**config.mk**
```make
export PLATFORM = sky130hd
export DESIGN_NAME = vga_port_arbiter
export DESIGN_NICKNAME = d
export VERILOG_FILES = /design/src/rtl/vga_port_arbiter.sv
export SDC_FILE = /design/constraint.sdc
export NUM_CORES = 1
export LEC_CHECK = 0
export ABC_AREA = 0
export CAP_MARGIN = 30
export CELL_PAD_IN_SITES_DETAIL_PLACEMENT = 2
export CELL_PAD_IN_SITES_GLOBAL_PLACEMENT = 2
export CORE_MARGIN = 2
export CORE_UTILIZATION = 23
export DETAILED_ROUTE_END_ITERATION = 6
export GPL_TIMING_DRIVEN = 0
export MAX_ROUTING_LAYER = met4
export PLACE_DENSITY = 0.92
export SYNTH_ARGS = -nofsm -noshare
export SYNTH_HDL_FRONTEND = slang
export SYNTH_SLANG_ARGS = --single-unit
```
**constraint.sdc**
```tcl
create_clock -name clock -period 2.4 [get_ports clock]
set_clock_uncertainty 0.05 [all_clocks]
set_input_delay 0.6 -clock clock [delete_from_list [all_inputs] [get_ports clock]]
set_output_delay 0.6 -clock clock [all_outputs]
set_load 0.03 [all_outputs]
```
**src/rtl/vga_port_arbiter.sv**
```systemverilog
// Round-robin arbiter sharing the VGA adapter write port between pixel engines; all outputs registered.
// Optional grant watchdog compiled in with ARB_WATCHDOG_EN (timeout is tied low otherwise).
module vga_port_arbiter #(
    parameter int NUM_REQ  = 3,
    parameter int X_W      = 8,
    parameter int Y_W      = 7,
    parameter int COLOUR_W = 3,
    parameter int MAX_HOLD = 20000
) (
    input  logic                         clock,
    input  logic                         reset,
    input  logic [NUM_REQ-1:0]           req,
    input  logic [NUM_REQ-1:0]           done,
    input  logic [NUM_REQ*X_W-1:0]       x_in,
    input  logic [NUM_REQ*Y_W-1:0]       y_in,
    input  logic [NUM_REQ*COLOUR_W-1:0]  colour_in,
    input  logic [NUM_REQ-1:0]           plot_in,
    output logic [NUM_REQ-1:0]           grant,
    output logic [X_W-1:0]               x,
    output logic [Y_W-1:0]               y,
    output logic [COLOUR_W-1:0]          colour,
    output logic                         plot,
    output logic                         busy,
    output logic                         timeout
);

    localparam int IDX_W = $clog2(NUM_REQ);

    localparam logic [1:0] S_IDLE    = 2'd0;
    localparam logic [1:0] S_GRANT   = 2'd1;
    localparam logic [1:0] S_RELEASE = 2'd2;

    if (NUM_REQ < 2 || MAX_HOLD < 2) begin : g_param_check
        $error("vga_port_arbiter: NUM_REQ and MAX_HOLD must both be at least 2");
    end

    logic [X_W-1:0]      x_arr   [NUM_REQ];
    logic [Y_W-1:0]      y_arr   [NUM_REQ];
    logic [COLOUR_W-1:0] col_arr [NUM_REQ];

    for (genvar i = 0; i < NUM_REQ; i++) begin : g_unpack
        assign x_arr[i]   = x_in[i*X_W +: X_W];
        assign y_arr[i]   = y_in[i*Y_W +: Y_W];
        assign col_arr[i] = colour_in[i*COLOUR_W +: COLOUR_W];
    end

    logic [1:0]          state_q, state_d;
    logic [IDX_W-1:0]    rr_q, rr_d;
    logic [IDX_W-1:0]    g_q, g_d;
    logic [NUM_REQ-1:0]  grant_q, grant_d;
    logic [X_W-1:0]      x_q, x_d;
    logic [Y_W-1:0]      y_q, y_d;
    logic [COLOUR_W-1:0] col_q, col_d;
    logic                plot_q, plot_d;

    logic                win_vld;
    logic [IDX_W-1:0]    win_idx;
    logic [IDX_W-1:0]    g_nxt;
    logic                expire;
    logic                release_evt;

    // Scan downward so the lowest offset from rr_q overwrites last and wins.
    always_comb begin
        int cand;
        cand    = 0;
        win_vld = |req;
        win_idx = '0;
        for (int k = NUM_REQ - 1; k >= 0; k--) begin
            cand = int'(rr_q) + k;
            if (cand >= NUM_REQ) begin
                cand = cand - NUM_REQ;
            end
            if (req[cand[IDX_W-1:0]]) begin
                win_idx = cand[IDX_W-1:0];
            end
        end
    end

    assign g_nxt       = (g_q == IDX_W'(NUM_REQ - 1)) ? '0 : g_q + 1'b1;
    assign release_evt = done[g_q] || !req[g_q] || expire;

`ifdef ARB_WATCHDOG_EN
    localparam int HOLD_W = $clog2(MAX_HOLD);

    logic [HOLD_W-1:0] hold_q, hold_d;
    logic              timeout_q, timeout_d;

    assign expire    = (state_q == S_GRANT) && (hold_q == HOLD_W'(MAX_HOLD - 1));
    assign hold_d    = (state_q == S_GRANT) ? hold_q + 1'b1 : '0;
    // A done landing on the expiry cycle is an ordinary release.
    assign timeout_d = expire && !done[g_q];
    assign timeout   = timeout_q;

    always_ff @(posedge clock or posedge reset) begin
        if (reset) begin
            hold_q    <= '0;
            timeout_q <= 1'b0;
        end else begin
            hold_q    <= hold_d;
            timeout_q <= timeout_d;
        end
    end
`else
    assign expire  = 1'b0;
    assign timeout = 1'b0;
`endif

    always_comb begin
        state_d = state_q;
        rr_d    = rr_q;
        g_d     = g_q;
        grant_d = grant_q;
        x_d     = x_q;
        y_d     = y_q;
        col_d   = col_q;
        plot_d  = 1'b0;
        case (state_q)
            S_IDLE: begin
                if (win_vld) begin
                    grant_d          = '0;
                    grant_d[win_idx] = 1'b1;
                    g_d              = win_idx;
                    state_d          = S_GRANT;
                end
            end
            S_GRANT: begin
                x_d    = x_arr[g_q];
                y_d    = y_arr[g_q];
                col_d  = col_arr[g_q];
                plot_d = plot_in[g_q];
                if (release_evt) begin
                    rr_d    = g_nxt;
                    state_d = S_RELEASE;
                end
            end
            S_RELEASE: begin
                grant_d = '0;
                state_d = S_IDLE;
            end
            default: begin
                grant_d = '0;
                state_d = S_IDLE;
            end
        endcase
    end

    always_ff @(posedge clock or posedge reset) begin
        if (reset) begin
            state_q <= S_IDLE;
            rr_q    <= '0;
            g_q     <= '0;
            grant_q <= '0;
            x_q     <= '0;
            y_q     <= '0;
            col_q   <= '0;
            plot_q  <= 1'b0;
        end else begin
            state_q <= state_d;
            rr_q    <= rr_d;
            g_q     <= g_d;
            grant_q <= grant_d;
            x_q     <= x_d;
            y_q     <= y_d;
            col_q   <= col_d;
            plot_q  <= plot_d;
        end
    end

    assign grant  = grant_q;
    assign x      = x_q;
    assign y      = y_q;
    assign colour = col_q;
    assign plot   = plot_q;
    assign busy   = (state_q == S_GRANT);

endmodule

```
==> results of run 1 <==
[cells in the mapped netlist]
library cell / count
buf_4: 1
and3b_1: 1
mux2_1: 1
and2_1: 1
o41ai_1: 2
mux2_4: 1
nor2_1: 22
conb_1: 1
dfrtp_1: 28
a311oi_1: 1
mux2_2: 1
nor3b_2: 1
o21ai_0: 2
nand2b_1: 1
nor3_2: 1
o211a_1: 1
nand3_1: 1
nor4b_1: 1
o31ai_1: 1
inv_1: 6
o21bai_1: 1
a21oi_1: 22
a22oi_1: 1
ha_1: 3
nor3_1: 2
o21ai_1: 19
nand2_1: 22
buf_6: 1
nand3b_1: 1
mux2i_1: 21
a21oi_4: 1
buf_2: 5
inv_2: 1
nor4_1: 1
or2_1: 1
or3b_4: 1
nor2b_1: 2
clkbuf_1: 7
[critical path, cell delays in order, from the launching register on]
cell,delay [ns]
dfrtp_1,0.43
inv_2,0.09
nand2_1,0.11
clkbuf_2,0.23
inv_1,0.08
dlygate4sd2_1,0.40
[per-stage QoR]
step	hold WS (ns)	worst slack [ns]
after floorplan	0.410	0.727
after global placement	0.415	0.0358
after detailed placement	0.433	-0.00947
after CTS	0.458	0.0843
after global routing	0.470	0.0257
final	0.447	0.137
[registers in the layout, summed over array words and instances, names as in the netlist]
name	cells
x	8
y	7
rr_q	2
plot	1
colour	3
grant	3
state_q	2
g_q	2
[path summary, 6_finish.rpt]
check	end	slack, ns	cells past startpoint
max reg2reg	grant[0]$_DFFE_PP0P_	0.53	6
max in group asynchronous	state_q[1]$_DFFE_PP0P_	1.12	3
min in group asynchronous	plot$_DFF_PP0_	0.69	2
max	busy	0.14	5
min	x[6]$_DFFE_PP0P_	0.45	2
min reg2reg	x[6]$_DFFE_PP0P_	0.45	2
[where the power goes]
group | leakage (nW) | internal [mW] | switching (mW)
registers | 0.352 | 0.697 | 0.134
clock network | 0.0216 | 0.113 | 0.142
logic | 0.748 | 0.859 | 1.21
[layout make-up]
class                   instances  share of cell area
repair buffers                 88               0.331
multi-input cells             138               0.315
flip-flops and latches         28               0.258
well taps                      96              0.0443
plain buffers                  14              0.0263
clock buffers                   3              0.0152
inverters                       7             0.00969
[kinds of logic after synthesis]
| kind of cell | count (synthesis) | synth area share |
|---|---|---|
| AND/OR/NAND/NOR | 59 | 0.167 |
| AO/OA/AOI/OAI | 51 | 0.176 |
| multiplexers | 24 | 0.150 |
| other | 1 | 0.00227 |
| adder cells (fa/ha/maj) | 3 | 0.0227 |
| buffers and inverters | 21 | 0.0583 |
| flip-flops | 28 | 0.424 |
[routing by layer]
layer / vias to the layer above / global-route usage
met2: 49 / 0.292
met5: - / -
li1: 822 / -
met4: 0 / 0.0262
met3: 2 / 0.0289
met1: 855 / 0.163
==> results_dict.tcl, run 1 <==
set metrics [dict create \
    outcome "complete, no violations" \
    worstHoldStart "x[6]$_DFFE_PP0P_" \
    ir_drop_uv 377 \
    fillers 776 \
    final_common_cell "clkdlybuf4s50_1" \
    worst-setup-path-type "reg2out" \
    post-route-util 0.395 \
    grt_pass1_wl_mm 8.99 \
    post_cts_buffers 0 \
    fp.dieH_um 88.8 \
    rows 30 \
    start_kind "flop" \
    wirelength_mm 5.82 \
    port_buffers 87 \
    viasPerCell 4.62 \
    placed_area_um2 2670 \
    drive_gt1_frac 0.0683 \
    antenna_found_initial 0 \
    highest_layer "met4" \
    hpwl_mm 4.86 \
    max_freq_mhz 442 \
    area_growth_pct 64.1 \
    yosys_warnings 0 \
    setup_tns_ns 0 \
    syn_area_um2 1650 \
    route.met3.wl_um 301 \
    total_power_mw 3.15 \
    wire_per_inst_um 15.6 \
    r2r_start "rr_q[0]$_DFFE_PP0P_" \
    synth_seq_area_share 0.424 \
    clock_latency_ns 0.27 \
    rsz0062_at_grt "false" \
    cp-startpoint "state_q[1]$_DFFE_PP0P_" \
    dp_cells 371 \
    register_area_um2 701 \
    layout.cells.non_filler 374 \
    met1_length_mm 2.34 \
    cts_root_buf "clkbuf_8" \
    cts.sinks 28 \
    drtIter0Drc 31 \
    cts_hold_buf 0 \
    timing.final.crit_share 0.943 \
    max_cap_viol_count 0 \
    first_pass_iters 4 \
    die_w_um 88.8 \
    path_clk_slew_ns 0.09 \
    grt_max_degree 16 \
    grt_use_total 0.152 \
    vias 1728 \
    cts_max_path_buffers 2 \
    htreeDepth 1 \
    synth_top_area_frac 0.424 \
    p_leak_nw 1.12 \
    worstPathMaxFanout 10 \
    cp-end-kind "output port" \
    synth_top_cell_by_area "dfrtp_1" \
    grt_overflow 0 \
    numCtsBuffers 3 \
    ys_types 38 \
    synth_fp_nets 255 \
    n_antenna_cell 0 \
    slew_viol_final 0 \
    power_density_nw_per_um2 1160 \
    netlist_instances 187 \
    wl_met2_mm 3.16 \
    layout_common_cells "clkdlybuf4s50_1, dfrtp_1, nor2_1, nand2_1, a21oi_1" \
    globalplace.congestion 0.685 \
    period_needed_ns 2.26 \
    hold_violations 0 \
    synth_area_leaders "dfrtp_1, mux2i_1, a21oi_1" \
    dieArea_um2 7880 \
    arrival_ns 1.61 \
    synth.avg_cell_area_um2 8.84 \
    cp.required_ns 1.75 \
    synth.ff_latch_count 28 \
    multiInputGateArea_um2 856 \
    max_slew_margin 0.574 \
    post_cts_resized 2 \
    drc_errors 0 \
    core_um2 6870 \
    start_util 0.241 \
    ant_nets 0 \
    grt_pass1_vias 1938 \
    fin_area_um2 2710 \
    cts_tree "yes" \
    worstMarginPinSlew_ns 0.639 \
    final_nets 348 \
    hp-class "reg2reg" \
    setup_viol 0 \
    io_pins 89 \
]
Note: power is estimated with default switching activity, not from simulation.
==> run 2, diff against run 1 <==
Settings changed: MAX_ROUTING_LAYER met4 to default.
Clock period 2.4 ns to 2.7 ns, I/O delays scaled along.
==> run 2 against run 1 <==
Flip-flop and latch count unchanged. Die area did not move. Combinational power fell by 11%. Largest power group unchanged.
==> results_dict.tcl, run 2 (synthesis results as in run 1) <==
set metrics [dict create \
    outcome "complete, no violations" \
    p_leak_nw 1.12 \
    total_power_mw 2.80 \
    fillers 775 \
    die_w_um 88.8 \
    antenna_found_initial 0 \
    post_cts_buffers 0 \
    cts.sinks 28 \
    timing.final.crit_share 0.918 \
    critical_path_buf_inv_count 3 \
    cp-end-kind "output port" \
    cts_max_path_buffers 2 \
    io_pins 89 \
    viasPerCell 4.61 \
    n_antenna_cell 0 \
    drc_errors 0 \
    grt_pass1_wl_mm 8.98 \
    rows 30 \
    htreeDepth 1 \
    max_slew_margin 0.573 \
    grt_use_total 0.147 \
    grt_overflow 0 \
    layout.cells.non_filler 373 \
    wire_per_inst_um 15.5 \
    setup_viol 0 \
    arrival_ns 1.75 \
    globalplace.congestion 0.678 \
    hold_violations 0 \
    drive_gt1_frac 0.0686 \
    slew_viol_final 0 \
    path_delay_family "buffers and inverters" \
    path_cells "inv_2, nand2_2, inv_1, clkdlybuf4s50_1" \
    vias 1721 \
    worstPathMaxFanout 13 \
    wirelength_mm 5.80 \
    max_stage_delay_ns 0.67 \
    core_um2 6870 \
    setup_tns_ns 0 \
    ir_drop_uv 358 \
    final_nets 347 \
    hpwl_mm 4.86 \
    largest_reg_flops 8 \
    fp.dieH_um 88.8 \
    clock_latency_ns 0.27 \
    cp.required_ns 1.98 \
    worstMarginPinSlew_ns 0.639 \
    path_clk_slew_ns 0.09 \
    post-route-util 0.395 \
    dieArea_um2 7880 \
    crit_slowest_cell "clkdlybuf4s50_1" \
    area_growth_pct 64.0 \
    hold_slack_ns 0.447 \
    grt_pass1_vias 1929 \
    worst-setup-path-type "reg2out" \
    max_cap_viol_count 0 \
    cts_hold_buf 0 \
    power_density_nw_per_um2 1030 \
    post_cts_resized 1 \
    cts_tree "yes" \
    ant_nets 0 \
    cts_root_buf "clkbuf_8" \
    start_util 0.241 \
    grt_max_degree 16 \
    start_kind "flop" \
    rsz0062_at_grt "false" \
    period_needed_ns 2.48 \
    drtIter0Drc 30 \
    numCtsBuffers 3 \
    dp_cells 371 \
    layout_common_cells "clkdlybuf4s50_1, dfrtp_1, nor2_1, a21oi_1" \
    max_freq_mhz 404 \
    final_common_cell "clkdlybuf4s50_1" \
    hp-class "reg2reg" \
    first_pass_iters 4 \
    port_buffers 87 \
]
-- run 2: changes by cell type in the layout (fill, tap and decap cells not counted), sizes merged --
cell,previous run,this run
clkbuf,10,9
clkdlybuf4s50,86,87
dlygate4sd2,1,0
-- run 2: report_power, final --
group          switching, mW  internal, mW
logic                   1.07         0.766
registers              0.120         0.620
clock network          0.126         0.100
-- run 2: path summary, 6_finish.rpt --
kind,cells after the start,to,slack [ns],start
setup / recovery,4,busy,0.22,state_q[1]$_DFFE_PP0P_
hold / removal,2,x[6]$_DFFE_PP0P_,0.45,x[6]$_DFFE_PP0P_
setup reg to reg,6,grant[0]$_DFFE_PP0P_,0.83,rr_q[0]$_DFFE_PP0P_
hold reg to reg,2,x[6]$_DFFE_PP0P_,0.45,x[6]$_DFFE_PP0P_
max in group asynchronous,3,rr_q[1]$_DFFE_PP0P_,1.34,reset
min in group asynchronous,2,plot$_DFF_PP0_,0.76,reset
-- run 2: tightest hold or removal path, delay by kind of cell (launching register included) --
| kind | cells | cell delay [ns] |
|---|---|---|
| AND/OR/NAND/NOR | 1 | 0.05 |
| flip-flops | 1 | 0.35 |
| AO/OA/AOI/OAI | 1 | 0.06 |
-- run 2: layer usage --
metal  vias to the layer above  GRT usage  routed length (µm)
li1                        820          -                   -
met4                         0     0.0262                  22
met3                         2     0.0382                 388
met5                         -          0                   0
met1                       848      0.158                2260
met2                        51      0.289                3130
-- run 2: final cells by class --
type	count	area, µm²	share of cell area
timing repair buffer	88	898	0.331
multi-input combinational	138	858	0.317
tap	96	120	0.0443
sequential	28	701	0.258
buffer	13	66.3	0.0245
clock buffer	3	41.3	0.0152
inverter	7	26.3	0.00969
-- run 2: per-stage QoR --
step                      setup slack, ns  cell area (µm²)
after floorplan                     0.952             1650
after global placement              0.261             2640
after detailed placement            0.216             2670
after CTS                           0.166             2710
after global routing                0.143             2710
final                               0.223             2710
==> run 3, diff against run 2 <==
Settings changed: SKIP_LAST_GASP from default to 1.
==> results of run 3 <==
The final DEF is identical to that of run 2; final timing and power are the same.
==> RTL edit 1 (settings of run 1) <==
The parameter `X_W` goes from 8 to 10.
--- a/src/rtl/vga_port_arbiter.sv
+++ b/src/rtl/vga_port_arbiter.sv
@@ -2,7 +2,7 @@
 // Optional grant watchdog compiled in with ARB_WATCHDOG_EN (timeout is tied low otherwise).
 module vga_port_arbiter #(
     parameter int NUM_REQ  = 3,
-    parameter int X_W      = 8,
+    parameter int X_W      = 10,
     parameter int Y_W      = 7,
     parameter int COLOUR_W = 3,
     parameter int MAX_HOLD = 20000
Ports: changed (resized x and x_in); port bits go from 89 to 97. The function was not compared with the original's and may differ.
==> RTL edit 1 against run 1 <==
  * Hold slack worse by 15 ps
  * Final area up 7.8%
  * Worst setup slack better by 57 ps
  * Non-clock buffer count up 9
  * Critical path depth down 1
  * Clock power up 68%
  * Die area up 4.6%
  * Routed wire length up 13%
  * Total power up 5.2%
  * Sequential cell count up 2
  * Synthesized area up 4.8%
  * Highest routed layer unchanged
==> RTL edit 1: results (changes against run 1) <==
Parameter                              Value

Yosys
  Sequential area share after synthesis    43.3% (+0.93 points)
  Top area cells in the synthesized netlist    sky130_fd_sc_hd__dfrtp_1 43%, sky130_fd_sc_hd__mux2i_1 13%, sky130_fd_sc_hd__o21ai_0 6.9%, sky130_fd_sc_hd__a21oi_1 6.4%, sky130_fd_sc_hd__nand2_1 5.4%
  Synth Area per Inst    8.66 um^2 (-2.0%)
  Number of distinct standard cells referenced by the synthesized netlist    30 (-21%)
  Multiplexer area fraction after synthesis    13.3% (-1.7 points)

Cells and area
  Post-route non-filler standard cell count    403 (+7.8%)
  Number of nets in the final layout    377 (+8.3%)
  Number of inserted filler cells in the final layout    827 (+6.6%)
  Share of post-route cells with drive strength above 1    5.92% (-0.91 points)
  Flip-flop count of the largest register, all copies and words added    10 (+2)

GRT
  GR Util met2    32.3% (+3.2 points)
  Maximum number of pins on one net before global-route repair    21 (+5)
  Global routing usage on met3    5.18% (+2.3 points)
  Number of global-route vias before repair    2171 (+12%)
  Aggregate global-route resource usage    16.9% (+1.7 points)
  Met1 capacity usage during global routing    17.2% (+0.94 points)

Power and ir drop
  Leak    1.23 nW (+9.9%)
  IR Drop Worst-Case VDD    0.269 mV (-29%)

Placed design
  Place WS    2.24 ps (+11.7 ps)
  IO buf count    95 (+9.2%)
  Routability cong.    0.731 (+6.7%)
  Post-DP HPWL    5.26 mm (+8.1%)

Timing
  Worst-Margin Slew    520 ps (-119 ps)

Critical path
  Register-to-Register Setup Slack    480 ps (-50 ps)
  Cells on worst reg2reg path    7 (+1)

Route
  Iteration-0 DRC count of the detailed router    61 (+97%)
  Number of iterations in the first detailed-routing pass    2 (-2)
  WL met3    386 um (+28%)
  Met2 WL post-DR    3.64 mm (+15%)

Clock tree
  Clock slew at reported path FFs    60 ps (-30 ps)
  H-tree level count    2 (+1)

Hold path
  Worst hold start    x[8]$_DFFE_PP0P_

Status
  Result of the run    finished, final reports clean
[RTL edit 1: cell count changes after synthesis, moves of 2 or more]
cell	change
sky130_fd_sc_hd__o2bb2ai_1	+2
sky130_fd_sc_hd__mux2i_1	+2
sky130_fd_sc_hd__dfrtp_1	+2
sky130_fd_sc_hd__nor2_1	+3
sky130_fd_sc_hd__a21o_1	+3
sky130_fd_sc_hd__o21ai_1	-18
sky130_fd_sc_hd__o21ai_0	+22
sky130_fd_sc_hd__nand2b_1	+3
sky130_fd_sc_hd__o41ai_1	-2
sky130_fd_sc_hd__nand2_1	+3
[RTL edit 1: where the power goes]
group | internal, mW | leakage [nW] | switching [mW]
Combinational | 0.823 | 0.807 | 1.19
Clock | 0.231 | 0.0482 | 0.196
Sequential | 0.742 | 0.377 | 0.131
[RTL edit 1: worst max-delay path by stage]
stage	endpoint	cells past startpoint
4_1_cts	busy	4
3_3_place_gp	g_q[1]$_DFFE_PP0P_	5
5_1_grt	busy	4
3_5_place_dp	grant[2]$_DFFE_PP0P_	5
2_1_floorplan	busy	3
6_report	busy	4
[RTL edit 1: area by class of cell]
| cell class | instances | area, um^2 | share of cell area (%) |
|---|---|---|---|
| repair buffers | 96 | 977 | 33.4 |
| multi-input cells | 150 | 890 | 30.4 |
| flip-flops and latches | 30 | 751 | 25.7 |
| well taps | 99 | 124 | 4.23 |
| clock buffers | 7 | 86.3 | 2.95 |
| plain buffers | 15 | 73.8 | 2.52 |
| inverters | 5 | 18.8 | 0.642 |
| clock inverters | 1 | 5.00 | 0.171 |
[RTL edit 1: repair_timing]
item	4_1_cts	5_1_grt
endpoints found under the setup margin	1	0
hold endpoints to repair	0	0
buffers inserted	0	0
resized for setup	1	0
==> RTL edit 2 (config.mk and constraints of run 1) <==
Made on the original files. `x_q` no longer has a reset.
--- a/src/rtl/vga_port_arbiter.sv
+++ b/src/rtl/vga_port_arbiter.sv
@@ -150,7 +150,6 @@
             rr_q    <= '0;
             g_q     <= '0;
             grant_q <= '0;
-            x_q     <= '0;
             y_q     <= '0;
             col_q   <= '0;
             plot_q  <= 1'b0;
@@ -159,11 +158,14 @@
             rr_q    <= rr_d;
             g_q     <= g_d;
             grant_q <= grant_d;
-            x_q     <= x_d;
             y_q     <= y_d;
             col_q   <= col_d;
             plot_q  <= plot_d;
         end
+    end
+
+    always_ff @(posedge clock) begin
+        x_q <= x_d;
     end
 
     assign grant  = grant_q;
Function: differs if reset is asserted again (counterexample within 4 cycles, from zero or initial values and one cycle with reset high); with reset held inactive, the same outputs for 10 cycles.
==> RTL edit 2 against run 1 <==
  * Total power fell by 7.6%
  * Routed wire length down 3.1%
  * Sequential share of layout area rose by 2.4 points
  * Final area fell by 3.3%
  * Sequential cell count stayed put
  * Worst setup slack got worse by 8.4 ps
  * Synthesized area down 3.0%
  * Highest routed layer unchanged
==> RTL edit 2: results (changes against run 1) <==
Parameter                              Value

Status
  Result of the run    finished, final reports clean

Timing
  Worst slew margin    46.6% (-11 points)

GRT
  Wire length of the first global-routing pass    8.78 mm (-2.4%)
  Aggregate global-route resource usage    15.5% (+0.27 points)
  Number of global-route vias before repair    1788 (-7.7%)

Yosys
  Mapped Nets    239 (-6.3%)
  Top area cells in the synthesized netlist    sky130_fd_sc_hd__dfrtp_1 31%, sky130_fd_sc_hd__edfxtp_1 15%, sky130_fd_sc_hd__mux2i_1 12%, sky130_fd_sc_hd__o21ai_0 6.2%, sky130_fd_sc_hd__nand2_1 5.6%
  FFs w/ async S/R, synth    71.4% (-29 points)
  Synth Area in Adders    2.34% (+0.069 points)
  Sequential area share after synthesis    46.2% (+3.8 points)
  Synth top cells by count    24 x sky130_fd_sc_hd__nand2_1, 20 x sky130_fd_sc_hd__dfrtp_1, 20 x sky130_fd_sc_hd__o21ai_0, 19 x sky130_fd_sc_hd__mux2i_1
  Number of synthesized flops with an enable pin    8 (+8)
  Cells after synthesis    171 (-8.6%)

Placed design
  Post-DP HPWL    4.61 mm (-5.3%)
  Routability cong.    0.681 (-0.56%)
  Inst Count DP    338 (-8.9%)

Critical path
  Peak fanout along the critical path    15 (+5)
  Critical register-to-register path endpoint    g_q[1]$_DFFE_PP0P_

Cells and area
  Repair and plain buffers    97 (-4.9%)
  Number of inserted filler cells in the final layout    761 (-1.9%)
  Total number of sequential cells    28 (unchanged)

Route
  WL met3    230 um (-24%)
  Total Routed Length    5.64 mm (-3.1%)
  Met2 WL post-DR    3.11 mm (-1.4%)
  Number of iterations in the first detailed-routing pass    3 (-1)
  Iteration-0 DRC count of the detailed router    30 (-3.2%)
  Routed via count    1605 (-7.1%)

Clock tree
  Post-CTS sizing    5 (+3)

Power and ir drop
  Leak    1.03 nW (-8.5%)

Hold path
  Worst Hold End    state_q[0]$_DFFE_PP0P_
  Worst hold path depth    1 (-1)
## RTL edit 2: cell types whose count changed after synthesis, moves of 2 or more
cell and change:
sky130_fd_sc_hd__edfxtp_1 +8, sky130_fd_sc_hd__dfrtp_1 -8, sky130_fd_sc_hd__o21ai_0 +18, sky130_fd_sc_hd__a21oi_1 -7, sky130_fd_sc_hd__nand2_1 +2, sky130_fd_sc_hd__o41ai_1 -2, sky130_fd_sc_hd__mux2i_1 -2, sky130_fd_sc_hd__nor2_1 -7
sky130_fd_sc_hd__buf_2 -3, sky130_fd_sc_hd__o21ai_1 -18
## RTL edit 2: per-stage QoR
stage          setup TNS [ps]  cell area, um^2  total power, mW  setup WS [ps]
2_1_floorplan               0             1600             1.93            574
3_3_place_gp             -324             2570             2.59           -324
3_5_place_dp             -366             2570             2.67           -366
4_1_cts                     0             2620             2.95           53.7
5_1_grt                 -6.56             2620             3.13          -6.56
6_report                    0             2620             2.91            129
## RTL edit 2: critical path, delay by kind of cell, from the launching register on
family	cells	cell delay (ps)
flip-flops	1	420
buffers and inverters	3	680
AND/OR/NAND/NOR	1	240
## RTL edit 2: how the worst max path moves through the flow
stage | from | endpoint | slack, ps | cells past startpoint
floorplan | state_q[1]$_DFFE_PP0P_ | busy | 570 | 4
global placement | state_q[1]$_DFFE_PP0P_ | busy | -320 | 5
detailed placement | state_q[1]$_DFFE_PP0P_ | busy | -370 | 5
CTS | state_q[1]$_DFFE_PP0P_ | busy | 50 | 4
global route | state_q[1]$_DFFE_PP0P_ | busy | -7 | 4
finish | state_q[1]$_DFFE_PP0P_ | busy | 130 | 4
## RTL edit 2: power by group
group          internal (mW)  switching (mW)
sequential             0.744           0.118
combinational          0.720            1.05
clock                  0.120           0.160
